File: config.mk
export PLATFORM = sky130hd
export DESIGN_NAME = alu_arbiter
export DESIGN_NICKNAME = d
export VERILOG_FILES = /design/src/rtl/alu_pkg.sv /design/src/rtl/rr_arb2.sv /design/src/rtl/alu_arbiter.sv
export SDC_FILE = /design/constraint.sdc
export NUM_CORES = 1
export LEC_CHECK = 0
export CORE_MARGIN = 4
export CORE_UTILIZATION = 39
export CTS_CLUSTER_SIZE = 20
export DETAILED_ROUTE_END_ITERATION = 6
export HOLD_SLACK_MARGIN = 0.05
export PLACE_DENSITY_LB_ADDON = 0.05
export SLEW_MARGIN = 20
export SYNTH_ARGS = -nofsm -noshare
export SYNTH_HDL_FRONTEND = slang
export SYNTH_SLANG_ARGS = --single-unit
File: constraint.sdc
create_clock -name clk -period 2 [get_ports clk]
set_input_delay 0.2 -clock clk [delete_from_list [all_inputs] [get_ports clk]]
set_output_delay 0.2 -clock clk [all_outputs]
set_load 0.02 [all_outputs]
File: src/rtl/alu_pkg.sv
// Shared definitions for the ALU arbiter: opcode encodings, FSM states and
// the per-opcode flag write mask.
package alu_pkg;

  localparam logic [3:0] OP_ADD = 4'b0000;
  localparam logic [3:0] OP_SUB = 4'b0001;
  localparam logic [3:0] OP_XOR = 4'b0010;
  localparam logic [3:0] OP_SLL = 4'b0100;
  localparam logic [3:0] OP_SRA = 4'b0101;
  localparam logic [3:0] OP_ROR = 4'b0110;
  localparam logic [3:0] OP_LLB = 4'b1010;
  localparam logic [3:0] OP_HLT = 4'b1111;

  typedef enum logic [1:0] {
    S_IDLE,
    S_EXEC,
    S_RESP
  } state_t;

  // Bit order is {N, Z, V}.
  function automatic logic [2:0] nzv_mask(input logic [3:0] op);
    logic [2:0] m;
    m = 3'b000;
    case (op)
      OP_ADD, OP_SUB:                 m = 3'b111;
      OP_XOR, OP_SLL, OP_SRA, OP_ROR: m = 3'b010;
      default:                        m = 3'b000;
    endcase
    return m;
  endfunction

endpackage

File: src/rtl/rr_arb2.sv
// Two-way round-robin arbiter; the last-grant pointer advances only on accept.
module rr_arb2 (
  input  logic       clk,
  input  logic       rst,
  input  logic [1:0] i_req,
  input  logic       i_accept,
  output logic [1:0] o_grant,
  output logic       o_last
);

  logic r_last;

  always_comb begin
    o_grant = i_req;
    if (i_req == 2'b11) o_grant = r_last ? 2'b01 : 2'b10;
  end

  always_ff @(posedge clk or posedge rst) begin
    if (rst)           r_last <= 1'b1;
    else if (i_accept) r_last <= o_grant[1];
  end

  assign o_last = r_last;

endmodule

File: src/rtl/alu_arbiter.sv
// Arbitrates two requesters onto one external combinational ALU and keeps
// the architectural N/Z/V flag register.
module alu_arbiter
  import alu_pkg::*;
#(
  parameter int DATA_W = 16,
  parameter int OP_W   = 4
) (
  input  logic              clk,
  input  logic              rst,
  input  logic              req0_valid,
  output logic              req0_ready,
  input  logic [OP_W-1:0]   req0_opcode,
  input  logic [DATA_W-1:0] req0_a,
  input  logic [DATA_W-1:0] req0_b,
  input  logic              req1_valid,
  output logic              req1_ready,
  input  logic [OP_W-1:0]   req1_opcode,
  input  logic [DATA_W-1:0] req1_a,
  input  logic [DATA_W-1:0] req1_b,
  output logic [OP_W-1:0]   alu_opcode,
  output logic [DATA_W-1:0] alu_in1,
  output logic [DATA_W-1:0] alu_in2,
  input  logic [DATA_W-1:0] alu_out,
  input  logic              alu_n,
  input  logic              alu_z,
  input  logic              alu_v,
  output logic              rsp_valid,
  output logic              rsp_id,
  output logic [DATA_W-1:0] rsp_data,
  input  logic              rsp_ready,
  output logic              flag_n,
  output logic              flag_z,
  output logic              flag_v
);

  state_t            r_state;
  logic [OP_W-1:0]   r_op;
  logic [DATA_W-1:0] r_a;
  logic [DATA_W-1:0] r_b;
  logic              r_id;
  logic              r_rsp_valid;
  logic [DATA_W-1:0] r_rsp_data;
  logic              r_n, r_z, r_v;

  logic [1:0] w_grant;
  logic       w_accept;
  logic       w_last;
  logic [2:0] w_mask;

  // Readies are masked while reset is held so nothing is accepted during it.
  assign w_accept = (r_state == S_IDLE) && (w_grant != 2'b00) && !rst;

  rr_arb2 u_rr_arb2 (
    .clk      (clk),
    .rst      (rst),
    .i_req    ({req1_valid, req0_valid}),
    .i_accept (w_accept),
    .o_grant  (w_grant),
    .o_last   (w_last)
  );

  assign req0_ready = w_accept && w_grant[0];
  assign req1_ready = w_accept && w_grant[1];

  assign alu_opcode = (r_state == S_EXEC) ? r_op : OP_HLT;
  assign alu_in1    = (r_state == S_EXEC) ? r_a  : '0;
  assign alu_in2    = (r_state == S_EXEC) ? r_b  : '0;

  assign w_mask = nzv_mask(r_op);

  always_ff @(posedge clk or posedge rst) begin
    if (rst) begin
      r_state     <= S_IDLE;
      r_op        <= OP_HLT;
      r_a         <= '0;
      r_b         <= '0;
      r_id        <= 1'b0;
      r_rsp_valid <= 1'b0;
      r_rsp_data  <= '0;
      r_n         <= 1'b0;
      r_z         <= 1'b0;
      r_v         <= 1'b0;
    end else begin
      case (r_state)
        S_IDLE: begin
          if (w_accept) begin
            r_op    <= w_grant[1] ? req1_opcode : req0_opcode;
            r_a     <= w_grant[1] ? req1_a      : req0_a;
            r_b     <= w_grant[1] ? req1_b      : req0_b;
            r_id    <= w_grant[1];
            r_state <= S_EXEC;
          end
        end
        S_EXEC: begin
          r_rsp_data  <= alu_out;
          r_rsp_valid <= 1'b1;
          if (w_mask[2]) r_n <= alu_n;
          if (w_mask[1]) r_z <= alu_z;
          if (w_mask[0]) r_v <= alu_v;
          r_state <= S_RESP;
        end
        S_RESP: begin
          if (rsp_ready) begin
            r_rsp_valid <= 1'b0;
            r_state     <= S_IDLE;
          end
        end
        default: r_state <= S_IDLE;
      endcase
    end
  end

  assign rsp_valid = r_rsp_valid;
  assign rsp_id    = r_id;
  assign rsp_data  = r_rsp_data;
  assign flag_n    = r_n;
  assign flag_z    = r_z;
  assign flag_v    = r_v;

endmodule

* Word level (Yosys, flattened, before mapping)
Cells that the tools add are included.
** Cells by class
- Add/sub/neg operators :: 0
- Multipliers :: 0
- Div/mod/pow operators :: 0
- Order comparisons :: 0
- Equality and inequality tests :: 10
- Shifts and indexed selects :: 0
- Mux-type cells :: 14
- Bitwise operators :: 0
- Reductions and logical operators :: 17
** Operators by type and width (count)
- $mux W16 :: 4
- $eq A4 B3 Y1 const B :: 3
- $reduce_and A2 Y1 :: 6
- $mux W2 :: 4
- $mux W4 :: 2
- $pmux W2 S3 :: 1
- $pmux W3 S2 :: 1
- $eq A2 B2 Y1 const B :: 2
- $eq A4 B1 Y1 const B :: 1
- $eq A4 B2 Y1 const B :: 1
- $logic_and A1 B1 Y1 :: 4
- $logic_not A4 Y1 :: 1
- $ne A2 B2 Y1 const B :: 2
- $reduce_bool A2 Y1 :: 2
- $reduce_or A4 Y1 :: 1
- $eq A2 B1 Y1 const B :: 1
- $logic_not A2 Y1 :: 1
- $pmux W1 S2 :: 1
- $reduce_or A2 Y1 :: 1
- $logic_not A1 Y1 :: 1
- $mux W1 :: 1
** Word-level totals
- Flip-flop bits (word level) :: 60
- Latch bits :: 0
- RAM bits :: 0
- Bits in read-only memories :: 0
- Input port bits :: 96
- Output and inout bits :: 59
- Logic and storage cells :: 52
- Memories :: 0

* Longest topological paths before layout
- Depth after elaboration :: 7
- Mapped depth :: 5
- Gate-level depth less buffers :: 3

* Hierarchy
A second synthesis with hierarchy kept.
** Unflattened totals
- Cells, all modules :: 255
- Area total of the unflattened synthesis :: 2974.1 sq um
** Modules (own cells, without submodules)
- alu_arbiter :: times used 1, cells an instance 249, area each 2906.5 sq um, sequential area each 1481.4 sq um
- rr_arb2 :: times used 1, cells an instance 6, area each 67.6 sq um, sequential area each 26.3 sq um

* Least setup slack after synthesis
OpenSTA, ideal clock, no wires.
- Path type :: register to register
- Start :: register u_rr_arb2.r_last (netlist: u_rr_arb2.o_last)
- End :: register r_id (netlist: rsp_id)
- Setup time :: 152 ps
- Arrival time :: 1598 ps
- Data required time :: 1848 ps
- Setup slack :: 251 ps
- Cell stages (with the launch flop) :: 6
- Buffers on the path :: 2
- Clock period less this slack :: 1749 ps
- Cells stage by stage :: dfstp_2 -> nor2b_1 -> buf_2 -> buf_1 -> nor3b_1 -> nor2_1
** Between the ends
- Cells in the longest elaborated chain, start to end :: 6
** Ends and longest elaborated chain
- start, declared :: RTL line rr_arb2.sv:11 : logic r_last;
- start signal, assigned :: RTL line rr_arb2.sv:20 : else if (i_accept) r_last <= o_grant[1];
- $mux W2 * (2 in series) :: RTL line rr_arb2.sv:15 : if (i_req == 2'b11) o_grant = r_last ? 2'b01 : 2'b10;
- $reduce_bool A2 Y1 :: RTL line alu_arbiter.sv:52 : assign w_accept = (r_state == S_IDLE) && (w_grant != 2'b00) && !rst;
- $logic_and A1 B1 Y1 (2 in series) :: RTL line alu_arbiter.sv:52
- $reduce_and A2 Y1 (no source line)
- end signal, assigned :: RTL line alu_arbiter.sv:91 : r_id <= w_grant[1];
- end, declared :: RTL line alu_arbiter.sv:41 : logic r_id;
Every way passes the cells marked *; elsewhere a longest branch is shown, timed or not.
A chain may end at the register's enable or synchronous reset.

* Final worst setup path
- Start :: register r_state[1]
- End :: output alu_in2[0]
** Between the ends
- Cells in the longest elaborated chain, start to end :: 2
** Ends and longest elaborated chain
- start, declared :: RTL line alu_arbiter.sv:37 : state_t r_state;
- start signal, assigned :: RTL line alu_arbiter.sv:74 : r_state <= S_IDLE;
- start signal, assigned :: RTL line alu_arbiter.sv:92 : r_state <= S_EXEC;
- start signal, assigned :: RTL line alu_arbiter.sv:101 : r_state <= S_RESP;
- $eq A2 B1 Y1 :: RTL line alu_arbiter.sv:68 : assign alu_in2 = (r_state == S_EXEC) ? r_b : '0;
- $mux W16 :: RTL line alu_arbiter.sv:68
- end, declared :: RTL line alu_arbiter.sv:23 : output logic [DATA_W-1:0] alu_in2,
Every way passes these cells.

==> run metrics <==
fraction of final layout cells sized beyond drive strength 1 0.125; Mapped Area 2840 sq um; WHS between 0.3 and 0.4 ns; Clock Tree Buf Depth 2; clock root cell clkbuf_8; Detailed Route Iter0 Violations 92; Fillers 588; RSZ-0062 raised after global routing false; initial antenna violation count 0; Setup Viol. Count Final 0; Setup Buffers After CTS 0; Placer Congestion around 0.77; run status finished clean; post-synthesis average cell area 10.7 sq um; Required @ worst endpoint 1.80 ns; Layout Skew 0.00926 ns; Fin. Hold Viols 0; starting density of the core 0.408; post-CTS resize count 39; TritonCTS Buffers 9; DR DRC count 0; io pins 155; hpwl dp between 6 and 7 mm; Fmax 528 MHz; worst ir drop on vdd between 500 and 600 uV; gr ovfl total 0; Core Area 6940 sq um; row cnt 30; worst slew pin tran 0.437 ns; Routed Wire Length between 8 and 9 mm; Final Cycle Share 0.948; library cells used by synthesis 30; nets@finish around 500; register area share after synthesis 0.532; Final min period 1.90 ns; R2R Setup Slk 0.19 ns; diode count 0; worst min path class in -> async; max-cap viol count 0; DR vias/cell 5.18; latest clock arrival within the worst-skew pair 0.32 ns; fin area 4660 sq um; Detailed Routing Iterations Pass 1 4; Area growth syn-to-layout 64.2%; GRT Overall Usage 0.197; Pwr Density 1230 nW/um^2; Die X-Extent just over 90 microns; clk slew on worst S/H paths 0.07 ns; wire length per cell 16.8 microns; Worst setup SP type register; register area 1510 sq um; Max-slew headroom 0.709; CP endpoint kind output port; die area just under 9000 sq um; Net Count, Synth 362; Syn Inst Count 266; placed inst area about 4500 sq um; YS warnings 0; Data arrival, critical path 1.70 ns; Max H-tree Level 3; largest net degree at the start of global routing 41; area of the multi-input gates 1210 sq um; I/O Buffers approximately 150; vias in the first global route 2,671; LEAKAGE between 2 and 2.5 nW; CTS sink cnt 60; DR vias 2,694; max-slew violation count 0; CTS tree yes; Final ANT Viol Nets 0; global-route wire length before repair 13.6 mm; Setup Crit Path Kind reg -> out; register bit total from synthesis 60; worst-path maximum fanout 33; final core occ 0.670; Post-CTS Hold Fix Bufs 0; Die Y 93.3 microns
-- flip-flops by register name, indices dropped and copies added (netlist names) --
| register | cells |
|---|---|
| r_state | 2 |
| rsp_id | 1 |
| flag_v | 1 |
| rsp_valid | 1 |
| r_a | 16 |
| r_b | 16 |
| u_rr_arb2.o_last | 1 |
| rsp_data | 16 |
| r_op | 4 |
| flag_z | 1 |
| flag_n | 1 |
-- placed cells by master (no fill, tap or decap), drive strengths merged --
| master | n |
|---|---|
| a211oi | 1 |
| a21bo | 1 |
| a21oi | 2 |
| a2bb2oi | 36 |
| a31oi | 1 |
| and2 | 32 |
| and2b | 1 |
| buf | 15 |
| bufinv | 1 |
| clkbuf | 22 |
| clkdlybuf4s50 | 116 |
| clkinv | 2 |
| dfrtp | 55 |
| dfstp | 5 |
| dlygate4sd2 | 29 |
| inv | 3 |
| mux2 | 3 |
| nand2 | 48 |
| nand2b | 5 |
| nor2 | 1 |
| nor2b | 1 |
| nor3 | 1 |
| nor3b | 1 |
| nor4 | 1 |
| o21a | 1 |
| o21ai | 1 |
| o22a | 1 |
| o32ai | 36 |
| or2b | 1 |
| or4 | 1 |
-- layout make-up --
| class | instances | area share |
|---|---|---|
| multi-input cells | 176 | 0.261 |
| clock inverters | 3 | 0.00860 |
| repair buffers | 169 | 0.347 |
| inverters | 3 | 0.00242 |
| well taps | 96 | 0.0258 |
| clock buffers | 13 | 0.0320 |
| flip-flops and latches | 60 | 0.324 |
-- cells by family (layout without fill, tap and decap cells) --
| group | count (synthesis) | in the layout | share of synthesized area |
|---|---|---|---|
| muxes | 3 | 3 | 0.0146 |
| DFF | 60 | 60 | 0.532 |
| AOI/OAI and AO/OA | 80 | 80 | 0.242 |
| buffers and inverters | 30 | 188 | 0.0455 |
| and+or+nand+nor | 93 | 93 | 0.166 |
-- per-stage QoR --
stage               TNS (ns)  setup WS [ns]  power, mW  instances
floorplan                  0          0.251       3.56        266
global placement     -0.0328        -0.0270       4.75        504
detailed placement   -0.0458        -0.0281       4.82        504
CTS                        0        0.00168       5.78        520
global route               0        0.00884       6.06        520
finish                     0          0.104       5.72        520
-- worst paths after layout --
kind / cells after the start / endpoint / from
max in group asynchronous: 4 / r_a[15] / rst
hold reg to reg: 2 / rsp_data[1] / rsp_data[1]
min in group clk: 3 / rsp_data[8] / alu_out[8]
hold / removal: 3 / r_a[2] / rst
setup reg to reg: 5 / r_b[7] / r_state[1]
setup / recovery: 4 / alu_in2[0] / r_state[1]
-- power by group --
group	total (mW)	switching, mW	internal, mW
registers	2.13	0.320	1.81
logic	2.54	1.25	1.29
clock network	1.05	0.442	0.607
total	5.72	2.01	3.71
-- worst max-delay path, stage by stage, from the launching register on --
cell and delay, ns:
dfrtp_1 0.43, and2b_2 0.28, buf_12 0.18, and2_1 0.14
dlygate4sd2_1 0.34
-- routing by layer --
metal	GRT usage	part of all wire
met5	0	0
met2	0.326	0.48
met1	0.249	0.42
met3	0.0595	0.086
met4	0.0586	0.011
-- Yosys cell counts --
master | number | area, sq um
a211oi_1 | 1 | 7.51
a21bo_2 | 1 | 10.0
a21oi_1 | 2 | 10.0
a2bb2oi_1 | 36 | 315
a31oi_1 | 1 | 6.26
and2_1 | 32 | 200
and2b_1 | 1 | 7.51
buf_1 | 5 | 18.8
buf_2 | 7 | 35.0
buf_6 | 1 | 11.3
clkbuf_1 | 14 | 52.6
dfrtp_1 | 55 | 1380
dfstp_2 | 5 | 131
inv_1 | 2 | 7.51
inv_2 | 1 | 3.75
mux2_2 | 1 | 11.3
mux2_4 | 2 | 30.0
nand2_1 | 48 | 180
nand2b_1 | 5 | 31.3
nor2_1 | 1 | 3.75
nor2b_1 | 1 | 6.26
nor3_2 | 1 | 10.0
nor3b_1 | 1 | 7.51
nor4_1 | 1 | 6.26
o21a_1 | 1 | 7.51
o21ai_0 | 1 | 5.00
o22a_1 | 1 | 8.76
o32ai_1 | 36 | 315
or2b_1 | 1 | 7.51
or4_4 | 1 | 11.3
Power figures use the tool's default switching activity.
